[src/rtl/res_pkg.sv]
// Shared constants and types for the adder stimulus driver and the result collector.
package res_pkg;

   localparam int RES_WIDTH_DEF = 8;
   localparam int NUM_DEF       = 100;

   typedef enum logic [1:0] {
      IDLE,
      COLLECT,
      DONE
   } state_t;

   // Counter must be able to hold NUM itself, not only NUM-1.
   function automatic int cnt_width(input int num);
      return $clog2(num + 1);
   endfunction

endpackage

[src/rtl/res_collector_vld_delay.sv]
// LAT-deep strobe delay line; LAT=0 degenerates to a wire.
module vld_delay #(
   parameter int LAT = 1
) (
   input  logic clk_i,
   input  logic reset_i,
   input  logic vld_i,
   output logic vld_o
);

   generate
      if (LAT == 0) begin : g_bypass
         logic unused_ok;
         assign unused_ok = &{1'b0, clk_i, reset_i};
         assign vld_o     = vld_i;
      end else begin : g_shift
         logic [LAT:0] tap;
         assign tap[0] = vld_i;

         for (genvar gi = 0; gi < LAT; gi++) begin : g_stage
            logic stage_q;
            logic stage_d;

            always_comb begin
               stage_d = tap[gi];
            end

            always_ff @(posedge clk_i) begin
               if (reset_i) begin
                  stage_q <= 1'b0;
               end else begin
                  stage_q <= stage_d;
               end
            end

            assign tap[gi+1] = stage_q;
         end

         assign vld_o = tap[LAT];
      end
   endgenerate

endmodule

[src/rtl/res_collector.sv]
// Captures NUM aligned adder results LSB-first into one package word and
// holds it until the consumer acknowledges.
module res_collector
   import res_pkg::*;
#(
   parameter  int RES_WIDTH = RES_WIDTH_DEF,
   parameter  int NUM       = NUM_DEF,
   parameter  int LAT       = 1,
   localparam int PKG_WIDTH = NUM * RES_WIDTH,
   localparam int CNT_W     = cnt_width(NUM)
) (
   input  logic                 clk_i,
   input  logic                 reset_i,
   input  logic                 start_i,
   input  logic                 beat_valid_i,
   input  logic [RES_WIDTH-1:0] res_i,
   input  logic                 ack_i,
   output logic [PKG_WIDTH-1:0] pkg_o,
   output logic                 pkg_valid_o,
   output logic                 busy_o,
   output logic [CNT_W-1:0]     count_o,
   output logic                 overflow_o
);

   localparam logic [CNT_W-1:0] LAST_CNT = CNT_W'(NUM - 1);

   logic vld_d;

   vld_delay #(
      .LAT (LAT)
   ) u_vld_delay (
      .clk_i   (clk_i),
      .reset_i (reset_i),
      .vld_i   (beat_valid_i),
      .vld_o   (vld_d)
   );

   state_t                 state_q,     state_d;
   logic [PKG_WIDTH-1:0]   pkg_q,       pkg_d;
   logic [CNT_W-1:0]       count_q,     count_d;
   logic                   pkg_valid_q, pkg_valid_d;
   logic                   busy_q,      busy_d;
   logic                   overflow_q,  overflow_d;

   always_comb begin
      state_d    = state_q;
      pkg_d      = pkg_q;
      count_d    = count_q;
      overflow_d = overflow_q;

      case (state_q)
         IDLE: begin
            if (vld_d) begin
               overflow_d = 1'b1;
            end
            if (start_i) begin
               state_d = COLLECT;
               count_d = '0;
               pkg_d   = '0;
            end
         end

         COLLECT: begin
            if (vld_d) begin
               pkg_d[int'(count_q) * RES_WIDTH +: RES_WIDTH] = res_i;
               count_d = count_q + CNT_W'(1);
               if (count_q == LAST_CNT) begin
                  state_d = DONE;
               end
            end
         end

         DONE: begin
            if (vld_d) begin
               overflow_d = 1'b1;
            end
            // start_i only counts once the held package has been released.
            if (ack_i) begin
               if (start_i) begin
                  state_d = COLLECT;
                  count_d = '0;
                  pkg_d   = '0;
               end else begin
                  state_d = IDLE;
               end
            end
         end

         default: begin
            state_d = IDLE;
         end
      endcase

      pkg_valid_d = (state_d == DONE);
      busy_d      = (state_d == COLLECT);
   end

   always_ff @(posedge clk_i) begin
      if (reset_i) begin
         state_q     <= IDLE;
         pkg_q       <= '0;
         count_q     <= '0;
         pkg_valid_q <= 1'b0;
         busy_q      <= 1'b0;
         overflow_q  <= 1'b0;
      end else begin
         state_q     <= state_d;
         pkg_q       <= pkg_d;
         count_q     <= count_d;
         pkg_valid_q <= pkg_valid_d;
         busy_q      <= busy_d;
         overflow_q  <= overflow_d;
      end
   end

   assign pkg_o       = pkg_q;
   assign pkg_valid_o = pkg_valid_q;
   assign busy_o      = busy_q;
   assign count_o     = count_q;
   assign overflow_o  = overflow_q;

endmodule

[config.mk]
export PLATFORM = sky130hd
export DESIGN_NAME = res_collector
export DESIGN_NICKNAME = d
export VERILOG_FILES = /design/src/rtl/res_pkg.sv /design/src/rtl/res_collector_vld_delay.sv /design/src/rtl/res_collector.sv
export SDC_FILE = /design/constraint.sdc
export NUM_CORES = 2
export LEC_CHECK = 0
export ABC_AREA = 1
export CAP_MARGIN = 15
export CORE_AREA = 5 5 313 315
export CTS_BUF_LIST = sky130_fd_sc_hd__clkbuf_16
export CTS_CLUSTER_DIAMETER = 80
export DETAILED_ROUTE_END_ITERATION = 10
export DIE_AREA = 0 0 318 320
export GPL_ROUTABILITY_DRIVEN = 1
export PLACE_DENSITY = 0.71
export SLEW_MARGIN = 20
export SYNTH_ARGS = -nofsm -noshare
export SYNTH_HDL_FRONTEND = slang
export SYNTH_SLANG_ARGS = --single-unit
export TNS_END_PERCENT = 50
[constraint.sdc]
create_clock -name clk_i -period 7.3 [get_ports clk_i]
set_input_delay 1.46 -clock clk_i [delete_from_list [all_inputs] [get_ports clk_i]]
set_output_delay 1.46 -clock clk_i [all_outputs]
set_load 0.03 [all_outputs]
Yosys cells after proc, flatten, opt, wreduce, memory -nomap -nowiden
Index checks and enable logic that the tools add are counted.

cells by class
  $add $sub $neg = 2
  equality and inequality tests = 7
  shift-type cells = 2
  multiplexer cells = 15
  reductions and logical operators = 5

operators with widths
  cell                                                    count
  two-way mux 800 bit                                     3
  one-hot mux 800 bit (3 select lines)                    1
  bitwise mux 800 bit                                     1
  variable shift 8 x 33 -> 800 bit, first input constant  1
  indexed part select 8 x 33 -> 800 bit                   1
  negator 10 -> 33 bit                                    1
  two-way mux 7 bit                                       3
  one-hot mux 7 bit (3 select lines)                      1
  two-way mux 2 bit                                       4
  adder 7 x 1 -> 7 bit, second input constant             1
  == test 7 bit, second input constant                    1
  one-hot mux 2 bit (3 select lines)                      1
  == test 2 x 1 -> 1 bit, second input constant           2
  == test 2 bit, second input constant                    2
  AND reduction 3 bit                                     1
  nonzero test 3 bit                                      1
  zero test 2 bit                                         1
  != test 2 x 1 -> 1 bit, second input constant           1
  != test 2 bit, second input constant                    1
  AND reduction 2 bit                                     1
  OR reduction 2 bit                                      1
  two-way mux 1 bit                                       1

word-level totals
  register bits = 813
  bits of input ports = 13
  output and inout bits = 810
  logic and storage cells = 38

Depth between registers and ports, before layout
  depth in word-level cells = 5
  gate-level depth with buffers = 19
  mapped depth without buffers = 16

Cells and area by module
Synthesis repeated with hierarchy kept, for this count alone.

unflattened totals
  cell total of the unflattened synthesis = 4738
  area, all modules = 34524.4 sq um

modules (own cells, without submodules)
  module         instances  cells an instance  area an instance (sq um)  seq. area each (sq um)
  res_collector  1          4735               34494.3                   16255.6
  vld_delay      1          3                  30.0                      20.0

Least setup slack after synthesis
No wires, ideal clock.

  kind = flip-flop to flip-flop
  start point = register count_q[0] (netlist: count_o[0])
  end point = register pkg_q[488] (netlist: pkg_o[488])
  library setup time = 0.070 ns
  arrival time = 3.265 ns
  required time = 7.230 ns
  setup slack = 3.964 ns
  cell stages (with the launch flop) = 18
  buffers on the path = 4
  period minus slack after synthesis = 3.336 ns
  cell sequence = dfxtp_1 -> buf_4 -> inv_2 -> buf_2 -> buf_2 -> ha_1 -> nand2_2 -> nor2_1 -> ha_1 -> inv_1 -> nor2_1 -> nand2_4 -> nor2_4 -> buf_2 -> nand3_1 -> nand2_2 -> nand3_1 -> a21oi_1

on the way
  word-level cells in the longest chain between the ends = 5
  elaborated cells between the ends (all ways) = 6
  classes of those cells = 1 x add/sub; 2 x shift; 3 x mux

RTL lines
  what                                                                                       line                  RTL
  start: declaration                                                                         res_collector.sv:40   logic [CNT_W-1:0] count_q, count_d;
  start signal: assignment                                                                   res_collector.sv:109  count_q <= count_d;
  negator 10 -> 33 bit *                                                                     res_collector.sv:65   pkg_d[int'(count_q) * RES_WIDTH +: RES_WIDTH] = res_i;
  indexed part select 8 x 33 -> 800 bit or variable shift 8 x 33 -> 800 bit (tied branches)  res_collector.sv:65
  bitwise mux 800 bit *                                                                      res_collector.sv:65
  two-way mux 800 bit *                                                                      res_collector.sv:64   if (vld_d) begin
  one-hot mux 800 bit (3 select lines) *                                                     res_collector.sv:51   case (state_q)
  end signal: assignment                                                                     res_collector.sv:108  pkg_q <= pkg_d;
  end: declaration                                                                           res_collector.sv:39   logic [PKG_WIDTH-1:0] pkg_q, pkg_d;

Every way passes the cells marked *; elsewhere a longest branch is shown, timed or not. The select of a mux whose other input is x is not followed.
A chain may end at the register's enable or synchronous reset.

Final worst setup path
  start point = register count_q[0] (netlist: count_o[0])
  end point = register pkg_q[272] (netlist: pkg_o[272])

The elaborated chain is that of the path after synthesis.

==> results by group <==
CTS
  – Clock sinks: 813
  – Worst-skew pair later-pin latency: 0.66 ns
  – Post-cts resize count: 0
  – Clock root buffer: clkbuf_16
  – Setup Buffers After CTS: 0
  – CTS HTree Levels: 3
  – CTS clk-pin slew, worst paths: 0.06 ns
  – CTS Buf Count: between 80 and 90
  – Clock buffer depth: 3
  – CTS tree: yes
  – Cts hold-fix bufs: 0

Power
  – Total power: 9.777 mW
  – Leakage: about 15 nW
  – Worst VDD drop: around 0.00014 V
  – Clock share of power: around 44%
  – P_sw: approximately 2.7 mW
  – Pwr Density: 208.5 nW/um2
  – Logic pwr share: under 10%
  – Flop pwr share: 46.3%
  – Pint: slightly above 7 mW
  – Sw frac: 27.19%

Placed design
  – GP Congestion: between 0.9 and 1
  – # placed instances: roughly 6,700
  – Hpwl dp: ~140,000 um
  – Cell Area, Placed: 44,160 um2
  – I/O Buffers: around 820

Finish
  – Fillers: approximately 9,300
  – Final nets: 5,572
  – Layout cells sized above 1: under 10%
  – Final instance area: ~47,000 um2
  – Multi-input logic area: around 17,000 um2
  – FF+latch area: 16,280 um2
  – Layout area overhead: 32.56%
  – Post-Layout Cell Count: roughly 7,000

Synth
  – Post-synthesis cell type count: 32
  – Synth Area in Adders: less than 1%
  – Post-synthesis mux area share: 0%
  – Synth Instances: 4,960
  – Ys flop type: dfxtp_1
  – Post-Synthesis Mean Instance Area: between 7 and 8 um2
  – XOR/XNOR share of the synthesized area: less than 1%
  – Post-synthesis cell area: 35,380 um2
  – Compound-Gate Fraction of Synth Area: 11.93%
  – Largest family of logic cells by synthesized area: simple AND/OR/NAND/NOR gates
  – Post-synthesis simple-gate area fraction: a little over a third
  – EDFF count, synth: 0
  – Synthesized Nets: 4,976
  – Yosys warns: 0
  – Ys async rst share: 0%
  – Synth Register Bits: about 810
  – Post-synthesis sequential area ratio: 46.00%

Setup path
  – Worst-path cell chain: inv_2 > ha_1 > inv_1 > nor2_2 > nand3_1 > nor2_1 > nand2_1 > inv_1 > nand2_1 > a21oi_1
  – Worst path arrival time: about 5.8 ns
  – Worst-path fanout max: 33
  – Critical path class: reg2reg
  – Setup crit end kind: flop
  – Critical-path top delay cell: dfxtp_1
  – Crit-path max cell delay: between 0.8 and 0.9 ns
  – Reg-to-reg setup timing slack: about 2.1 ns
  – Crit path required time: 7.89 ns
  – Critical path launch point type: flop

Floorplanning
  – I/O Pins: 823
  – Core area: around 95,000 um2
  – Die footprint: 101,800 um2
  – FP Rows: approximately 110
  – Initial core utilization: 37.41%
  – Die width: around 320 um
  – Die height: approximately 320 um

STA
  – Clock Skews: roughly 0.019 ns
  – Final Hold Viols: 0
  – Pins Over Slew Limit: 0
  – Fin crit period: 5.211 ns
  – Rel. slew slack: around a quarter
  – Hold WS: 0.4610 ns
  – Final setup TNS: 0 ns
  – Final setup vio count: 0
  – Fmax: roughly 190 MHz
  – RSZ-0062 raised after global routing: false
  – Tightest Pin Transition: 1.123 ns
  – Final Cycle Share: 71.38%

Routing
  – Via density: around 5.7
  – WL per Instance: about 26 um
  – Routed WL: between 150,000 and 200,000 um
  – # DRC: 0
  – Vias: 39,520
  – ANT nets after route: 0
  – DR pass1 iterations: 6
  – Initial DRC count: approximately 5,100

Min path
  – Worst hold path type: reg2reg

Outcome
  – Run status: finished clean

GRT
  – Initial antenna violation count: 4
  – First-pass GRT wire length: around 260,000 um
  – Total global routing overflow: 0
  – Total GRT Usage: ~33%
  – Vias in the first global route: roughly 36,000
  – Largest net degree at the start of global routing: 178

Flow run
  – Max-Cap Viols: 0
-- cell type report --
class / count / area share (%)
flip-flops and latches: 813 / 34.70
multi-input cells: 3549 / 35.68
inverters: 234 / 1.923
well taps: 1265 / 3.375
diodes: 6 / 0.03201
clock inverters: 65 / 0.9817
repair buffers: 870 / 18.51
clock buffers: 90 / 4.802
-- per-layer routing --
layer  part of all wire [%]  vias up  global-route usage [%]
met4                    6.1        2                   17.05
met1                     38    18790                   41.13
met2                     46     2238                   54.08
met5                 0.0049        -                       0
met3                    9.8      431                   9.156
li1                       -    18060                       -
-- cell usage after synthesis, drive strengths merged, types with 15 or more instances --
cell type	number	area, um2
nor2	592	2360
dfxtp	813	16280
nand3b	15	112.6
nand2	675	2561
a21oi	726	3633
nand3	1221	6221
o21ai	98	490.5
buf	159	734.5
nand4	60	415.4
clkbuf	205	769.5
inv	233	874.6
nor3	134	685.7
-- registers in the layout (all words and copies together), names as in the netlist --
| register | count |
|---|---|
| busy_o | 1 |
| overflow_o | 1 |
| count_o | 7 |
| state_q | 2 |
| pkg_o | 800 |
| u_vld_delay.vld_o | 1 |
| pkg_valid_o | 1 |
-- metrics by stage --
step / utilization (%) / setup WS, ns
final: 49.59 / 2.089
after global routing: 49.57 / 1.834
after CTS: 49.55 / 2.185
after detailed placement: 46.68 / 2.211
after global placement: 46.68 / 2.369
after floorplan: - / 3.964
-- path summary, 6_finish.rpt --
kind | from | endpoint | cells past startpoint
max | count_o[0]$_SDFFE_PP0P_ | pkg_o[272]$_SDFFE_PP0P_ | 10
min | pkg_o[797]$_SDFFE_PP0P_ | pkg_o[797]$_SDFFE_PP0P_ | 2
max reg2reg | count_o[0]$_SDFFE_PP0P_ | pkg_o[272]$_SDFFE_PP0P_ | 10
min reg2reg | pkg_o[797]$_SDFFE_PP0P_ | pkg_o[797]$_SDFFE_PP0P_ | 2
-- critical path, delay by kind of cell, from the launching register on --
kind	cells	cell delay (ns)
and+or+nand+nor	5	2.13
buffers and inverters	3	1.21
AOI/OAI and AO/OA	1	0.15
DFF	1	0.84
adders and majority gates	1	0.79
-- power by group through the flow --
| stage | logic (mW) | clock network (mW) | registers, mW |
|---|---|---|---|
| floorplan | 0.484 | 0 | 4.72 |
| global placement | 0.893 | 0 | 4.63 |
| detailed placement | 0.896 | 0 | 4.63 |
| CTS | 0.899 | 4.36 | 4.53 |
| global route | 0.970 | 4.55 | 4.53 |
| finish | 0.914 | 4.33 | 4.53 |
-- logic make-up after synthesis --
kind of cell / after synthesis
AOI/OAI and AO/OA: 837
DFF: 813
buffers and inverters: 598
and+or+nand+nor: 2708
adders and majority gates: 3
xor gates and xnor gates: 1
-- placed cells by master, fill, tap and decap left out, types with 4 or more instances in the layout --
| master | instances |
|---|---|
| nor2_2 | 25 |
| clkinv_2 | 14 |
| nand4_1 | 55 |
| inv_6 | 5 |
| clkinv_1 | 19 |
| buf_12 | 7 |
| nor2_4 | 10 |
| nand3b_1 | 15 |
| nand2_1 | 667 |
| dfxtp_1 | 813 |
| nand4_2 | 4 |
| nand2_2 | 6 |
| clkbuf_16 | 90 |
| clkdlybuf4s50_1 | 821 |
| nand3_2 | 22 |
| inv_1 | 212 |
| nor2_1 | 557 |
| clkinvlp_4 | 4 |
| o21ai_0 | 96 |
| inv_2 | 36 |
| o21a_1 | 12 |
| a21oi_1 | 726 |
| buf_4 | 41 |
| nand3_1 | 1199 |
| diode_2 | 6 |
| bufinv_16 | 6 |
| nor3_1 | 131 |
| nor4_1 | 6 |
Note: power is estimated with default switching activity, not from simulation.
